## src/rtl/hazard_ctrl_if.sv

```systemverilog
// Hazard controller interface: bundles the ID/EX hazard inputs coming from
// the pipeline and the stage enable/flush controls, MDU handshake and
// performance counters returned by the controller.
//   master : pipeline side, drives the hazard inputs, consumes the controls
//   slave  : hazard_ctrl_unit side
// Ports carried:
//   rs1_id, rs2_id, use_rs1_id, use_rs2_id   ID operand usage
//   rd_ex, mem_read_ex, branch_taken_ex      EX instruction info
//   mdu_op_ex, mdu_done                      MDU occupancy handshake
//   pc_en, if_id_en, if_id_flush, id_ex_en,
//   id_ex_flush, ex_mem_flush, mdu_start     stage controls
//   mdu_timeout, stall_cnt, flush_cnt        status / counters
interface hazard_ctrl_if #(
   parameter int CNT_W = 32
);
   logic [4:0]       rs1_id;
   logic [4:0]       rs2_id;
   logic             use_rs1_id;
   logic             use_rs2_id;
   logic [4:0]       rd_ex;
   logic             mem_read_ex;
   logic             branch_taken_ex;
   logic             mdu_op_ex;
   logic             mdu_done;

   logic             pc_en;
   logic             if_id_en;
   logic             if_id_flush;
   logic             id_ex_en;
   logic             id_ex_flush;
   logic             ex_mem_flush;
   logic             mdu_start;
   logic             mdu_timeout;
   logic [CNT_W-1:0] stall_cnt;
   logic [CNT_W-1:0] flush_cnt;

   modport master (
      output rs1_id, rs2_id, use_rs1_id, use_rs2_id, rd_ex, mem_read_ex,
             branch_taken_ex, mdu_op_ex, mdu_done,
      input  pc_en, if_id_en, if_id_flush, id_ex_en, id_ex_flush,
             ex_mem_flush, mdu_start, mdu_timeout, stall_cnt, flush_cnt
   );

   modport slave (
      input  rs1_id, rs2_id, use_rs1_id, use_rs2_id, rd_ex, mem_read_ex,
             branch_taken_ex, mdu_op_ex, mdu_done,
      output pc_en, if_id_en, if_id_flush, id_ex_en, id_ex_flush,
             ex_mem_flush, mdu_start, mdu_timeout, stall_cnt, flush_cnt
   );
endinterface

```

## src/rtl/hazard_ctrl_unit.sv

```systemverilog
// Pipeline hazard sequencing controller for the 5-stage core.
// Handles load-use stalls, taken-branch flushes and multi-cycle MDU
// occupancy of EX; keeps stall / flush performance counters.
// Ports:
//   clk  core clock, rising edge
//   rst  synchronous active-high reset
//   hz   hazard_ctrl_if.slave (hazard inputs in, stage controls out)
//
// state      | meaning
// -----------+-----------------------------------------------------------
// S_RUN      | normal flow; branch flush > MDU start > load-use bubble
// S_MDU_BUSY | MDU op frozen in EX; wait for mdu_done or busy timeout
module hazard_ctrl_unit #(
   parameter int MDU_MAX_CYC = 64,
   parameter int CNT_W       = 32
) (
   input  logic         clk,
   input  logic         rst,
   hazard_ctrl_if.slave hz
);

   localparam int BW = $clog2(MDU_MAX_CYC + 1);

   typedef enum logic {
      S_RUN      = 1'b0,
      S_MDU_BUSY = 1'b1
   } state_t;

   state_t           state_q, state_nxt;
   logic [BW-1:0]    busy_q, busy_nxt;
   logic             timeout_q, timeout_nxt;
   logic [CNT_W-1:0] stall_q, flush_q;
   logic             flush_evt;
   logic             load_use;

   logic pc_en, if_id_en, if_id_flush, id_ex_en, id_ex_flush;
   logic ex_mem_flush, mdu_start;

   // x0 is hard-wired zero, so a load targeting it never creates a dependency.
   assign load_use = hz.mem_read_ex && (hz.rd_ex != 5'd0) &&
                     ((hz.use_rs1_id && (hz.rs1_id == hz.rd_ex)) ||
                      (hz.use_rs2_id && (hz.rs2_id == hz.rd_ex)));

   always_ff @(posedge clk) begin
      if (rst) begin
         state_q   <= S_RUN;
         busy_q    <= '0;
         timeout_q <= 1'b0;
         stall_q   <= '0;
         flush_q   <= '0;
      end else begin
         state_q   <= state_nxt;
         busy_q    <= busy_nxt;
         timeout_q <= timeout_nxt;
         if (!pc_en)
            stall_q <= stall_q + CNT_W'(1);
         if (flush_evt)
            flush_q <= flush_q + CNT_W'(1);
      end
   end

   always_comb begin
      pc_en        = 1'b1;
      if_id_en     = 1'b1;
      id_ex_en     = 1'b1;
      if_id_flush  = 1'b0;
      id_ex_flush  = 1'b0;
      ex_mem_flush = 1'b0;
      mdu_start    = 1'b0;
      state_nxt    = state_q;
      busy_nxt     = busy_q;
      timeout_nxt  = timeout_q;
      flush_evt    = 1'b0;

      case (state_q)
         S_RUN: begin
            if (hz.branch_taken_ex) begin
               // Wrong-path instructions in IF/ID and ID/EX are squashed;
               // the younger hazards they raised are moot.
               if_id_flush = 1'b1;
               id_ex_flush = 1'b1;
               flush_evt   = 1'b1;
            end else if (hz.mdu_op_ex) begin
               mdu_start    = 1'b1;
               pc_en        = 1'b0;
               if_id_en     = 1'b0;
               id_ex_en     = 1'b0;
               ex_mem_flush = 1'b1;
               state_nxt    = S_MDU_BUSY;
               busy_nxt     = BW'(1);
            end else if (load_use) begin
               // One bubble suffices: next cycle the load is in MEM and
               // forwarding covers the dependency.
               pc_en       = 1'b0;
               if_id_en    = 1'b0;
               id_ex_flush = 1'b1;
            end
         end

         S_MDU_BUSY: begin
            pc_en        = 1'b0;
            if_id_en     = 1'b0;
            id_ex_en     = 1'b0;
            ex_mem_flush = 1'b1;
            if (hz.mdu_done) begin
               // Release in the done cycle so the result is captured in EX/MEM.
               pc_en        = 1'b1;
               if_id_en     = 1'b1;
               id_ex_en     = 1'b1;
               ex_mem_flush = 1'b0;
               state_nxt    = S_RUN;
               busy_nxt     = '0;
            end else if (busy_q == BW'(MDU_MAX_CYC)) begin
               // Give up on the MDU: the pipeline moves on, but the bogus
               // result is kept out of EX/MEM by the still-asserted bubble.
               pc_en       = 1'b1;
               if_id_en    = 1'b1;
               id_ex_en    = 1'b1;
               timeout_nxt = 1'b1;
               state_nxt   = S_RUN;
               busy_nxt    = '0;
            end else begin
               busy_nxt = busy_q + BW'(1);
            end
         end

         default: state_nxt = S_RUN;
      endcase
   end

   assign hz.pc_en        = pc_en;
   assign hz.if_id_en     = if_id_en;
   assign hz.if_id_flush  = if_id_flush;
   assign hz.id_ex_en     = id_ex_en;
   assign hz.id_ex_flush  = id_ex_flush;
   assign hz.ex_mem_flush = ex_mem_flush;
   assign hz.mdu_start    = mdu_start;
   assign hz.mdu_timeout  = timeout_q;
   assign hz.stall_cnt    = stall_q;
   assign hz.flush_cnt    = flush_q;

endmodule

```

## src/flat_wrapper.sv

```systemverilog
// flat-port wrapper written by rule: the top's interface ports become plain ports
module hazard_ctrl_unit_flat 
#(
   parameter int MDU_MAX_CYC = 64,
   parameter int CNT_W       = 32
)
  (clk, rst, hz_rs1_id, hz_rs2_id, hz_use_rs1_id, hz_use_rs2_id, hz_rd_ex, hz_mem_read_ex, hz_branch_taken_ex, hz_mdu_op_ex, hz_mdu_done, hz_pc_en, hz_if_id_en, hz_if_id_flush, hz_id_ex_en, hz_id_ex_flush, hz_ex_mem_flush, hz_mdu_start, hz_mdu_timeout, hz_stall_cnt, hz_flush_cnt);
  hazard_ctrl_if #(.CNT_W(CNT_W)) hz_i ();
  input  logic clk;
  input  logic rst;
  input wire logic [$bits(hz_i.rs1_id)-1:0] hz_rs1_id;
  input wire logic [$bits(hz_i.rs2_id)-1:0] hz_rs2_id;
  input wire logic [$bits(hz_i.use_rs1_id)-1:0] hz_use_rs1_id;
  input wire logic [$bits(hz_i.use_rs2_id)-1:0] hz_use_rs2_id;
  input wire logic [$bits(hz_i.rd_ex)-1:0] hz_rd_ex;
  input wire logic [$bits(hz_i.mem_read_ex)-1:0] hz_mem_read_ex;
  input wire logic [$bits(hz_i.branch_taken_ex)-1:0] hz_branch_taken_ex;
  input wire logic [$bits(hz_i.mdu_op_ex)-1:0] hz_mdu_op_ex;
  input wire logic [$bits(hz_i.mdu_done)-1:0] hz_mdu_done;
  output wire logic [$bits(hz_i.pc_en)-1:0] hz_pc_en;
  output wire logic [$bits(hz_i.if_id_en)-1:0] hz_if_id_en;
  output wire logic [$bits(hz_i.if_id_flush)-1:0] hz_if_id_flush;
  output wire logic [$bits(hz_i.id_ex_en)-1:0] hz_id_ex_en;
  output wire logic [$bits(hz_i.id_ex_flush)-1:0] hz_id_ex_flush;
  output wire logic [$bits(hz_i.ex_mem_flush)-1:0] hz_ex_mem_flush;
  output wire logic [$bits(hz_i.mdu_start)-1:0] hz_mdu_start;
  output wire logic [$bits(hz_i.mdu_timeout)-1:0] hz_mdu_timeout;
  output wire logic [$bits(hz_i.stall_cnt)-1:0] hz_stall_cnt;
  output wire logic [$bits(hz_i.flush_cnt)-1:0] hz_flush_cnt;
  assign hz_i.rs1_id = hz_rs1_id;
  assign hz_i.rs2_id = hz_rs2_id;
  assign hz_i.use_rs1_id = hz_use_rs1_id;
  assign hz_i.use_rs2_id = hz_use_rs2_id;
  assign hz_i.rd_ex = hz_rd_ex;
  assign hz_i.mem_read_ex = hz_mem_read_ex;
  assign hz_i.branch_taken_ex = hz_branch_taken_ex;
  assign hz_i.mdu_op_ex = hz_mdu_op_ex;
  assign hz_i.mdu_done = hz_mdu_done;
  assign hz_pc_en = hz_i.pc_en;
  assign hz_if_id_en = hz_i.if_id_en;
  assign hz_if_id_flush = hz_i.if_id_flush;
  assign hz_id_ex_en = hz_i.id_ex_en;
  assign hz_id_ex_flush = hz_i.id_ex_flush;
  assign hz_ex_mem_flush = hz_i.ex_mem_flush;
  assign hz_mdu_start = hz_i.mdu_start;
  assign hz_mdu_timeout = hz_i.mdu_timeout;
  assign hz_stall_cnt = hz_i.stall_cnt;
  assign hz_flush_cnt = hz_i.flush_cnt;
  hazard_ctrl_unit #(.MDU_MAX_CYC(MDU_MAX_CYC), .CNT_W(CNT_W)) u_core (.clk(clk), .rst(rst), .hz(hz_i));
endmodule
```

## config.mk

```make
export PLATFORM = sky130hd
export DESIGN_NAME = hazard_ctrl_unit_flat
export DESIGN_NICKNAME = d
export VERILOG_FILES = /design/src/rtl/hazard_ctrl_if.sv /design/src/rtl/hazard_ctrl_unit.sv /design/src/flat_wrapper.sv
export SDC_FILE = /design/constraint.sdc
export NUM_CORES = 1
export LEC_CHECK = 0
export BUFFER_PORTS_ARGS = -buffer_cell sky130_fd_sc_hd__clkbuf_2
export CAP_MARGIN = 0
export CORE_AREA = 2 2 86 88
export DETAILED_ROUTE_END_ITERATION = 8
export DIE_AREA = 0 0 88 90
export GPL_TIMING_DRIVEN = 0
export HOLD_SLACK_MARGIN = 0.05
export PLACE_DENSITY = 0.84
export SLEW_MARGIN = 15
export SYNTH_ARGS = -nofsm -noshare
export SYNTH_HDL_FRONTEND = slang
export SYNTH_SLANG_ARGS = --single-unit
export TNS_END_PERCENT = 30
```

## constraint.sdc

```tcl
create_clock -name clk -period 3.9 [get_ports clk]
set_input_delay 0.585 -clock clk [delete_from_list [all_inputs] [get_ports clk]]
set_output_delay 0.585 -clock clk [all_outputs]
set_load 0.01 [all_outputs]
```

# After elaboration in Yosys (flattened, before gate mapping)
# Index checks and enable logic that the tools add are counted.
totals:
  ff_bits: 73
  word_cells: 51
classes:
  n_bitwise: 2
  mux: 28
  addsub: 3
  n_reduce_logical: 8
  n_eq_ne: 5
ops:
  columns: ["op", "count"]
  rows:
  - ["adder 32 x 1 -> 32 bit, second input constant", 2]
  - ["2-to-1 mux 7 bit", 4]
  - ["2-to-1 mux 1 bit", 19]
  - ["one-hot mux 7 bit (2 select lines)", 1]
  - ["equality test 5 bit", 2]
  - ["one-hot mux 1 bit (2 select lines)", 4]
  - ["adder 7 x 1 -> 7 bit, second input constant", 1]
  - ["equality test 7 bit, second input constant", 1]
  - ["nonzero test 5 bit", 1]
  - ["logical AND 1 bit", 4]
  - ["!= test 2 bit, second input constant", 2]
  - ["AND reduction 3 bit", 1]
  - ["inverter 1 bit", 2]
  - ["AND reduction 2 bit", 1]
  - ["logical OR 1 bit", 1]

# Logic depth before layout (Yosys ltp)
# Gate-level depths: netlist (run 1).
logic_depth:
  ltp_word: 8
  mapped_depth: 10

# Worst setup path after synthesis (run 1)
# OpenSTA, ideal clock, no wires.
synth_timing:
  kind: "input-to-output"
  startpoint: "input port hz_rd_ex[0]"
  endpoint: "output port hz_pc_en"
  t_required_ns: 3.315
  path_stages: 7
  setup_slack_ns: 1.334
  arrival_time_ns: 1.981
  path_cell_list: "or4_1 > o21a_2 > nand3_4 > buf_6 > nand2_1 > inv_1 > buf_4"
synth_between:
  elab_chain_len: 8
  word_cells_on_any_way: 12
synth_lines:
  columns: ["element", "line_no", "rtl"]
  rows:
  - ["from (decl)", "flat_wrapper.sv:15", "input wire logic [$bits(hz_i.rd_ex)-1:0] hz_rd_ex;"]
  - ["equality test 5 bit (on tied branches)", "hazard_ctrl_unit.sv:41, hazard_ctrl_unit.sv:42", null]
  - ["logical AND 1 bit (on tied branches)", "hazard_ctrl_unit.sv:41, hazard_ctrl_unit.sv:42", null]
  - ["logical OR 1 bit", "hazard_ctrl_unit.sv:41", "((hz.use_rs1_id && (hz.rs1_id == hz.rd_ex)) ||"]
  - ["logical AND 1 bit *", "hazard_ctrl_unit.sv:40", "assign load_use = hz.mem_read_ex && (hz.rd_ex != 5'd0) &&"]
  - ["2-to-1 mux 1 bit * (3 in a row)", null, null]
  - ["one-hot mux 1 bit (2 select lines) *", null, null]
  - ["to (decl)", "flat_wrapper.sv:20", "output wire logic [$bits(hz_i.pc_en)-1:0] hz_pc_en;"]
# Mark *: on every way between the ends. The rest lies on a longest branch, timed or not.

# Final worst setup path (run 1)
layout_timing:
  startpoint: "register u_core.busy_q[0]"
  endpoint: "output port hz_pc_en"
layout_between:
  elab_chain_len: 4
layout_lines:
  columns: ["element", "line_no", "rtl"]
  rows:
  - ["from (decl)", "hazard_ctrl_unit.sv:30", "logic [BW-1:0] busy_q, busy_nxt;"]
  - ["from (signal assigned)", "hazard_ctrl_unit.sv:53", "busy_q <= busy_nxt;"]
  - ["equality test 7 bit", "hazard_ctrl_unit.sv:113", "end else if (busy_q == BW'(MDU_MAX_CYC)) begin"]
  - ["2-to-1 mux 1 bit", "hazard_ctrl_unit.sv:113", null]
  - ["2-to-1 mux 1 bit", "hazard_ctrl_unit.sv:105", "if (hz.mdu_done) begin"]
  - ["one-hot mux 1 bit (2 select lines)", "hazard_ctrl_unit.sv:75", "case (state_q)"]
# No other way between the ends.

==> summary.md, run 1 <==
| Metric | Value |
|---|---|
| Status | complete, no violations |
| Leak | a little under 0.002 uW |
| PortBufs | between 90 and 100 |
| Reg2reg start | u_core.busy_q[0] |
| GRT Overall Usage | between 20% and 30% |
| WHS Path Cells | 2 |
| M1 GR Usage | 29.0% |
| Vias per inst | roughly 5.4 |
| Hold path endpoint | u_core.hz.mdu_timeout |
| Unrepaired setup endpoints after global routing | no |
| Register area | 1460 sq um |
| Syn Nets | 479 |
| Vias post-DR | approximately 3600 |
| Fin area | around 4700 sq um |
| Num CTS Buffers | 9 |
| Die area | just under 8000 sq um |
| Synthesis-stage register bit count | 73 |
| Peak VDD IR | 0.000199 V |
| Worst EP arrival | ~2400 ps |
| Min Tclk post-route | roughly 3000 ps |
| Clk_lat worst skew | between 300 and 400 ps |
| Setup bufs post-CTS | 0 |
| Worst Setup Start Kind | register |
| TritonCTS clock tree | done |
| Mapped cell area | between 3000 and 4000 sq um |
| Avg WL per Cell | roughly 14 microns |
| Clock skew | 9.34 ps |
| Gpl congestion | between 0.8 and 0.9 |
| Vias in the first global route | ~3400 |
| Row cnt | 31 |
| CP endpoint kind | primary output |
| Fmax | approximately 340 MHz |
| Kind of critical path | register to primary output |
| Antenna violations before repair | 0 |
| Met2 usage | approximately two fifths |
| Clock sink count | 73 |
| WL final | a little over 9000 microns |
| Hold path startpoint | u_core.hz.mdu_timeout |
| CTS root buffer | clkbuf_8 |
| Worst r2r dst | u_core.hz.stall_cnt[10] |
| Initial core utilization | between 50% and 60% |
| Resized Gates After CTS | 0 |
| Share of layout cells above drive strength 1 | approximately 29% |
| Worst Path Required | roughly 3300 ps |
| DRC viols | 0 |
| Multi-input logic area | approximately 2400 sq um |
| Slew HR | between 60% and 70% |
| Mapped Cells | 452 |
| Hpwl dp | roughly 6800 microns |
| EDFF count, synth | 0 |
| Fin nets | approximately 600 |
| GRT met3 Usage | under 10% |
| Reg2reg setup slack | approximately 1600 ps |
| Clock transition at path regs | about 70 ps |
| Ys Warns | 0 |
| CTS H-tree depth | 3 |
| Largest net degree at the start of global routing | 12 |
| GRT busiest layer | met2 |
| Maxcap violations | 0 |
| Fill count | approximately 580 |
| Final slew viol count | 0 |
| Largest buffer count on any clock path | 2 |
| Ant. Diodes | 0 |
| Syn Area/Cell | 8.80 sq um |
| Final cycle utilization of the critical path | 76.0% |
| CP Max Fanout | 10 |
| Setup TNS | 0 ps |
| DP Area | roughly 4600 sq um |
| IO Count | 95 |
| Post-synthesis sequential area ratio | between 30 and 40% |
| Die width | between 80 and 90 microns |
| Worst Tran Pin Value | ~600 ps |
| Hold buffers post-CTS | 0 |
| PwrDens | between 300 and 400 nW/um^2 |
| Layout area overhead | 19.3% |
| TritonRoute pass-1 iters | 4 |
| Starting DRC count in detailed routing | 154 |
| Core footprint | 7020 sq um |
| Chip height | 90 microns |
| Distinct cells, synth | between 50 and 60 |
| Worst r2r path cells | 9 |
| Global-route wire length before repair | 15400 microns |
| Post-route ant nets | 0 |
| FFs w/ async S/R, synth | 0% |
| Hold Crit Class | register to register |
| Ys flop type | dfxtp_1 |
| Setup Viol. Count Final | 0 |
| GR Overflow Total | 0 |
| Hold Fails Final Rpt | 0 |
[registers in the layout, indices dropped and copies added, names as in the netlist]
name / cells
u_core.hz.mdu_timeout: 1
u_core.hz.flush_cnt: 32
u_core.state_q: 1
u_core.busy_q: 7
u_core.hz.stall_cnt: 32
[worst max path at each step]
stage	from	endpoint	slack [ps]	cells after the start
floorplan	hz_rd_ex[0]	hz_pc_en	1330	7
global placement	hz_rd_ex[0]	hz_pc_en	1010	9
detailed placement	hz_rd_ex[0]	hz_pc_en	1010	9
CTS	u_core.busy_q[0]	hz_pc_en	930	10
global route	u_core.busy_q[0]	hz_pc_en	760	10
finish	u_core.busy_q[0]	hz_pc_en	940	10
[critical path, stage by stage (launching register included)]
cell and delay (ps):
dfxtp_1 350, inv_1 90, ha_1 140, nor4b_4 260, a21oi_2 150, nor2_1 280
buf_2 290, nand2_1 100, inv_1 130, buf_4 120, clkbuf_2 120
[area by class of cell]
class                      count  area share [%]
inverter                      11           0.870
multi-input combinational    347            49.9
clock inverter                 3           0.316
clock buffer                  13            3.35
tap                           99            2.61
buffer                        21            2.24
timing repair buffer          94            9.91
sequential                    73            30.8
[synth_stat cells, types with 7 or more instances]
cell type / number / area [sq um]
nand2_1: 33 / 124
nor2_1: 77 / 289
nor2b_1: 30 / 188
dfxtp_1: 73 / 1460
mux2_2: 20 / 225
and3_1: 9 / 56.3
nand3_1: 21 / 105
a21oi_1: 20 / 100
mux2_1: 7 / 78.8
inv_1: 11 / 41.3
xor2_1: 24 / 210
o21ai_0: 8 / 40.0
nand4_1: 15 / 93.8
clkbuf_1: 10 / 37.5
xnor2_1: 18 / 158
a211oi_1: 7 / 52.6
[report_power, final]
group	total (uW)	switching (uW)	internal (uW)
Combinational	126	75.6	50.8
Sequential	763	10.4	752
Clock	542	278	263
Total	1430	364	1070
[layout by cell type (no fill, tap or decap), drive strengths merged, types with 4 or more instances in the layout]
| master | synthesis | final |
|---|---|---|
| a21oi | 21 | 21 |
| mux2 | 27 | 27 |
| nor2 | 77 | 77 |
| dfxtp | 73 | 73 |
| nand4 | 17 | 17 |
| buf | 11 | 11 |
| clkbuf | 10 | 117 |
| nor2b | 30 | 30 |
| ha | 4 | 4 |
| xor2 | 24 | 24 |
| o21ai | 10 | 10 |
| xnor2 | 18 | 18 |
| inv | 11 | 11 |
| nand2 | 34 | 34 |
| a2111oi | 4 | 4 |
| nand3 | 22 | 22 |
| a211oi | 10 | 10 |
| and3 | 9 | 9 |
| or3 | 4 | 4 |
| and4 | 6 | 6 |
[through the flow]
stage / hold slack (ps) / instances / util [%] / total power [uW] / setup WS [ps]
3_3_place_gp: 468 / 645 / 65.1 / 901 / 1010
4_1_cts: 492 / 661 / 67.6 / 1430 / 932
6_report: 480 / 661 / 67.6 / 1430 / 935
2_1_floorplan: 477 / 452 / - / 858 / 1330
3_5_place_dp: 474 / 645 / 65.1 / 906 / 1010
5_1_grt: 534 / 661 / 67.6 / 1480 / 765
[routing by layer]
layer  vias to the layer above  part of all wire (%)
li1                       1768                     -
met1                      1680                    45
met2                       102                    48
met3                        17                   5.3
met4                         0                   2.0
met5                         -                     0
[cells by family (layout without fill, tap and decap cells)]
group / count (synthesis) / count (layout) / synth area share [%]
buffers and inverters: 32 / 142 / 3.71
flip-flops: 73 / 73 / 36.7
adder cells (fa/ha/maj): 4 / 4 / 1.26
AO/OA/AOI/OAI: 55 / 55 / 11.2
AND/OR/NAND/NOR: 218 / 218 / 30.0
XOR/XNOR: 42 / 42 / 9.25
multiplexers: 28 / 28 / 7.89
(Power assumes the default switching activity.)
==> run 2, diff against run 1 <==
Settings changed: CORE_AREA 2 2 86 88 to 2 2 89 91, DIE_AREA 0 0 88 90 to 0 0 91 93, PLACE_DENSITY 0.84 to 0.79.
Clock period 3.9 ns to 2.8 ns, I/O delays scaled along.
==> run 2 against run 1 <==
Against the previous run: sequential power increased by 39%; worst setup slack got worse by 770 ps; wire length increased by 1.4%; sequential share of layout area decreased by 0.27 points; register-to-register slack got worse by 1100 ps; critical endpoint unchanged; largest cell class unchanged.
==> summary.md, run 2 (synthesis results as in run 1) <==
| Metric | Value |
|---|---|
| Hold buffers post-CTS | 0 (unchanged) |
| Pint | 1530 uW (was 1070 uW) |
| CP peak stage delay | 340 ps (was 350 ps) |
| Antenna violations before repair | 0 (unchanged) |
| Crit path max-delay family | buffers and inverters (unchanged) |
| Clock transition at path regs | 80 ps (was 70 ps) |
| Worst Path Required | 2380 ps (was 3310 ps) |
| CTS H-tree depth | 3 (unchanged) |
| Final cycle utilization of the critical path | between 90% and 100% |
| Combinational power share | 8.6% (was 8.8%) |
| CP endpoint kind | primary output (unchanged) |
| Final Util | 63.6% (was 67.6%) |
| Hold Fails Final Rpt | 0 (unchanged) |
| Worst Setup Start Kind | register (unchanged) |
| Die width | 91 microns (was 88 microns) |
| Avg WL per Cell | 14.2 microns (was 14.0 microns) |
| GR Overflow Total | 0 (unchanged) |
| Fill count | 692 (was 577) |
| Sequential share of power | 51.5% (was 53.3%) |
| TritonRoute pass-1 iters | 4 (unchanged) |
| Setup TNS | 0 ps (unchanged) |
| Hpwl dp | 6970 microns (was 6810 microns) |
| Largest buffer count on any clock path | 2 (unchanged) |
| Die area | 8460 sq um (was 7920 sq um) |
| Status | complete, no violations (unchanged) |
| Most common cell after layout, fill and taps aside | clkbuf_2 (unchanged) |
| Final slew viol count | 0 (unchanged) |
| Layout area overhead | 20.3% (was 19.3%) |
| Peak VDD IR | 0.000327 V (was 0.000199 V) |
| Clock skew | 10.3 ps (was 9.34 ps) |
| Share of layout cells above drive strength 1 | 29.5% (was 28.8%) |
| Hold Crit Class | input port to register (was register to register) |
| CP most frequent cell | inv_1 (unchanged) |
| PwrDens | 430 nW/um^2 (was 301 nW/um^2) |
| Clk_lat worst skew | 340 ps (was 350 ps) |
| DRC viols | 0 (unchanged) |
| WL final | 9420 microns (was 9280 microns) |
| Post-route ant nets | 0 (unchanged) |
| PortBufs | 94 (unchanged) |
| CP Max Fanout | 10 (unchanged) |
| Slew HR | 60.9% (was 60.3%) |
| Fmax | approximately 380 MHz |
| WP buf/inv | 5 (unchanged) |
| CP cell instances | inv_1 > ha_1 > nor4b_4 > a21o_1 > o21ai_2 > nand3_4 > buf_6 > nand2_1 > inv_1 > buf_4 > clkbuf_2 (was inv_1 > ha_1 > nor4b_4 > a21oi_2 > nor2_1 > buf_2 > nand2_1 > inv_1 > buf_4 > clkbuf_2) |
| Leak | 0.00198 uW (was 0.00197 uW) |
| Kind of critical path | register to primary output (unchanged) |
| Ant. Diodes | 0 (unchanged) |
| Sw Ratio | 25.7% (was 25.5%) |
| IO Count | 95 (unchanged) |
| Chip height | 93 microns (was 90 microns) |
| Multi-input logic area | 2380 sq um (was 2370 sq um) |
| Min Tclk post-route | roughly 2600 ps |
| Fin nets | 585 (was 584) |
| Vias per inst | 5.33 (was 5.40) |
| Vias post-DR | 3542 (was 3567) |
| Largest net degree at the start of global routing | 14 (was 12) |
| Unrepaired setup endpoints after global routing | no (unchanged) |
| CTS root buffer | clkbuf_8 (unchanged) |
| Register area | 1460 sq um (unchanged) |
| Worst Tran Pin Value | 582 ps (was 591 ps) |
| Num CTS Buffers | 9 (unchanged) |
| Vias in the first global route | 3486 (was 3422) |
| Worst EP arrival | 2220 ps (was 2380 ps) |
| Row cnt | 32 (was 31) |
| Clock Power Share | 39.8% (was 37.9%) |
| Starting DRC count in detailed routing | 161 (was 154) |
| Maxcap violations | 0 (unchanged) |
| Net Switching | 529 uW (was 364 uW) |
| Initial core utilization | 52.9% (was 56.7%) |
| Gpl congestion | 0.835 (was 0.887) |
| Clock sink count | 73 (unchanged) |
| Setup Viol. Count Final | 0 (unchanged) |
| TritonCTS clock tree | done (unchanged) |
| Global-route wire length before repair | 15800 microns (was 15400 microns) |
| GRT Overall Usage | 22.7% (was 24.1%) |
| Commonest cells after routing, fill and taps aside | clkbuf_2 (94), nor2_1 (76), dfxtp_1 (73) (was clkbuf_2 (94), nor2_1 (77), dfxtp_1 (73)) |
| Core footprint | 7530 sq um (was 7020 sq um) |
| Slowest stage cell, crit path | dfxtp_1 (unchanged) |
[run 2: through the flow]
| stage | setup slack, ps | area, sq um | hold WS [ps] | power, uW | instances |
|---|---|---|---|---|---|
| 5_1_grt | 0.735 | 4790 | 404 | 2140 | 665 |
| 2_1_floorplan | 564 | 3980 | 477 | 1200 | 452 |
| 6_report | 165 | 4790 | 398 | 2060 | 665 |
| 3_5_place_dp | 201 | 4580 | 473 | 1260 | 648 |
| 3_3_place_gp | 236 | 4580 | 466 | 1260 | 648 |
| 4_1_cts | 28.1 | 4780 | 394 | 2070 | 665 |
[run 2: power groups by stage]
stage | clock network [uW] | registers [uW] | logic [uW]
after floorplan | 0 | 1090 | 109
after global placement | 0 | 1080 | 171
after detailed placement | 0 | 1090 | 176
after CTS | 833 | 1060 | 178
after global routing | 875 | 1060 | 197
final | 821 | 1060 | 178
[run 2: tightest hold or removal path, stage by stage]
cell      delay [ps]
clkbuf_2          90
inv_1             40
a41oi_1           90
nor2_1            70
[run 2: path summary, 6_finish.rpt]
kind	start	endpoint	slack [ps]	depth (start not counted)
worst max-delay path	u_core.busy_q[0]	hz_pc_en	160	11
worst min-delay path	hz_mdu_done	u_core.hz.mdu_timeout	400	4
worst max register to register	u_core.busy_q[0]	u_core.hz.stall_cnt[20]	470	9
worst min register to register	u_core.hz.mdu_timeout	u_core.hz.mdu_timeout	480	2
[run 2: timing repair]
item / CTS / global route
setup endpoints to repair: 1 / 2
buffers inserted: 1 / 0
resized for setup: 1 / 2
pin swaps: 1 / 0
[run 2: routing by layer]
metal / track usage (%) / vias to the layer above / routed length (microns)
li1: - / 1772 / -
met1: 26.0 / 1677 / 4110
met2: 41.6 / 79 / 4750
met3: 5.64 / 14 / 466
met4: 6.69 / 0 / 95
met5: 0 / - / 0
[run 2: cell type report]
| class | instances | share of cell area [%] |
|---|---|---|
| Clock inverter | 7 | 1.46 |
| Buffer | 21 | 2.27 |
| Inverter | 11 | 0.862 |
| Sequential cell | 73 | 30.5 |
| Clock buffer | 9 | 2.59 |
| Multi-Input combinational cell | 347 | 49.6 |
| Tap cell | 102 | 2.67 |
| Timing Repair Buffer | 95 | 9.98 |
==> run 3, diff against run 2 <==
Clock period 2.8 ns to 2.7 ns, I/O delays scaled along.
==> run 3 against run 2 <==
Against the previous run: wire length decreased by 0.71%; clock power increased by 3.3%; worst hold slack got worse by 15 ps; total power increased by 3.6%; first-iteration DRC count increased by 6.2%; worst setup slack improved by 36 ps; clock-buffer cell count unchanged; final area increased by 0.78%; critical endpoint unchanged; largest cell class unchanged.
==> summary.md, run 3 (synthesis results as in run 1) <==
| Metric | Value |
|---|---|
| Reg2reg start | u_core.busy_q[0] (unchanged) |
| PwrDens | 442 nW/um^2 (was 430 nW/um^2) |
| Vias post-DR | 3598 (was 3542) |
| Largest net degree at the start of global routing | 14 (unchanged) |
| PortBufs | 94 (unchanged) |
| Hold path startpoint | hz_mdu_done (unchanged) |
| Commonest cells after routing, fill and taps aside | clkbuf_2 (94), nor2_1 (76), dfxtp_1 (73) (unchanged) |
| Post-route ant nets | 0 (unchanged) |
| CP endpoint kind | primary output (unchanged) |
| Ant. Diodes | 0 (unchanged) |
| Share of layout cells above drive strength 1 | 30.3% (was 29.5%) |
| Worst r2r path cells | 9 (unchanged) |
| Hold path endpoint | u_core.hz.mdu_timeout (unchanged) |
| Most common cell after layout, fill and taps aside | clkbuf_2 (unchanged) |
| Worst slack at placement | 131 ps (was 201 ps) |
| Die area | 8460 sq um (unchanged) |
| Kind of critical path | register to primary output (unchanged) |
| DP Area | 4580 sq um (unchanged) |
| Setup ws final | 201 ps (was 165 ps) |
| Clock skew | 10.4 ps (was 10.3 ps) |
| Vias in the first global route | 3482 (was 3486) |
| Clock transition at path regs | 80 ps (about the same) |
| Hold Fails Final Rpt | 0 (unchanged) |
| Top sig layer | met4 (unchanged) |
| Clk_lat worst skew | 340 ps (about the same) |
| Initial core utilization | 52.9% (unchanged) |
| TritonCTS clock tree | done (unchanged) |
| Worst Setup Start Kind | register (unchanged) |
| Leak | 0.00200 uW (was 0.00198 uW) |
| Avg WL per Cell | 14.0 microns (was 14.2 microns) |
| Peak VDD IR | 0.000339 V (was 0.000327 V) |
| GRT Overall Usage | 22.7% (about the same) |
| TritonRoute pass-1 iters | 4 (unchanged) |
| Min Tclk post-route | roughly 2500 ps |
| Hold Crit Class | input port to register (unchanged) |
| Fin area | 4830 sq um (was 4790 sq um) |
| Reg2reg setup slack | 350 ps (was 470 ps) |
| Unrepaired setup endpoints after global routing | no (unchanged) |
| Multi-input logic area | 2380 sq um (unchanged) |
| Chip height | 93 microns (unchanged) |
| WL final | 9350 microns (was 9420 microns) |
| IO Count | 95 (unchanged) |
| Setup TNS | 0 ps (unchanged) |
| Worst Path Required | 2300 ps (was 2380 ps) |
| Largest buffer count on any clock path | 2 (unchanged) |
| Antenna violations before repair | 0 (unchanged) |
| CTS H-tree depth | 3 (unchanged) |
| Fill count | 688 (was 692) |
| Slew HR | 60.9% (about the same) |
| Pwr Total | 2140 uW (was 2060 uW) |
| Worst r2r dst | u_core.hz.stall_cnt[20] (unchanged) |
| Starting DRC count in detailed routing | 171 (was 161) |
| Maxcap violations | 0 (unchanged) |
| Worst Tran Pin Value | 582 ps (about the same) |
| Final slew viol count | 0 (unchanged) |
| Row cnt | 32 (unchanged) |
| Hold buffers post-CTS | 0 (unchanged) |
| WHS Path Cells | 4 (unchanged) |
| DRC viols | 0 (unchanged) |
| Setup Viol. Count Final | 0 (unchanged) |
| Global-route wire length before repair | 15800 microns (unchanged) |
| Final cycle utilization of the critical path | between 90% and 100% |
| Fmax | approximately 400 MHz |
| Metal-1 WL | 3990 microns (was 4110 microns) |
| Core footprint | 7530 sq um (unchanged) |
| Hpwl dp | 6970 microns (unchanged) |
| Placed insts | 648 (unchanged) |
| CP Max Fanout | 10 (unchanged) |
| GR Overflow Total | 0 (unchanged) |
| Worst EP arrival | 2090 ps (was 2220 ps) |
| Vias per inst | 5.37 (was 5.33) |
| Gpl congestion | 0.835 (unchanged) |
| Met3 wire length | 556 microns (was 466 microns) |
| Num CTS Buffers | 9 (unchanged) |
| Met2 WL | 4710 microns (was 4750 microns) |
| Fin nets | 590 (was 585) |
| Clock sink count | 73 (unchanged) |
| Layout area overhead | 21.3% (was 20.3%) |
| Fin cells | 670 (was 665) |
| Die width | 91 microns (unchanged) |
| Register area | 1460 sq um (unchanged) |
| Status | complete, no violations (unchanged) |
| CTS root buffer | clkbuf_8 (unchanged) |
## run 3: cell types whose count changed in the layout (fill, tap and decap cells not counted)
cell   previous run  this run
buf_4             6        11
inv_1            11        10
inv_2             0         1
## run 3: worst max-delay path: stages, from the launching register on
cell      delay (ps)
dfxtp_1          340
inv_1             80
ha_1             150
nor4b_4          260
a21oi_2          160
nor2_4           170
buf_6            170
nand2_1           90
inv_2             90
buf_4            100
clkbuf_2         120
## run 3: worst max-delay path by stage
stage | slack [ps] | startpoint | end | cells after the start
after floorplan | 490 | hz_rd_ex[0] | hz_pc_en | 7
after global routing | 20 | u_core.busy_q[0] | hz_pc_en | 10
after detailed placement | 130 | hz_rd_ex[0] | hz_pc_en | 9
final | 200 | u_core.busy_q[0] | hz_pc_en | 10
after global placement | 170 | hz_rd_ex[0] | hz_pc_en | 9
after CTS | 50 | u_core.busy_q[0] | hz_pc_en | 10
## run 3: repair_timing
| action | in CTS | in global routing |
|---|---|---|
| gates resized for setup | 2 | 3 |
| endpoints found under the hold margin | 0 | 0 |
| pin swaps | 1 | 1 |
| setup buffers | 1 | 6 |
| endpoints found under the setup margin | 2 | 2 |
## run 3: metal layers
layer | vias up | global-route usage (%)
met5 | - | 0
met1 | 1698 | 26.1
li1 | 1787 | -
met4 | 0 | 6.69
met2 | 100 | 41.5
met3 | 13 | 5.64
## run 3: stage by stage
stage | utilization [%] | hold WS, ps
6_report | 64.1 | 383
5_1_grt | 64.1 | 389
3_3_place_gp | 60.8 | 466
4_1_cts | 63.5 | 379
3_5_place_dp | 60.8 | 473
2_1_floorplan | - | 477
## run 3: layout make-up
type | count | share of cell area (%)
clock inverter | 7 | 1.45
clock buffer | 9 | 2.57
timing repair buffer | 101 | 10.8
tap | 102 | 2.64
sequential | 73 | 30.3
inverter | 11 | 0.856
multi-input combinational | 347 | 49.3
buffer | 20 | 2.10
## run 3: power breakdown
group          switching [uW]  internal (uW)
clock                     421            427
combinational             109           77.0
sequential               14.6           1090
total                     545           1590
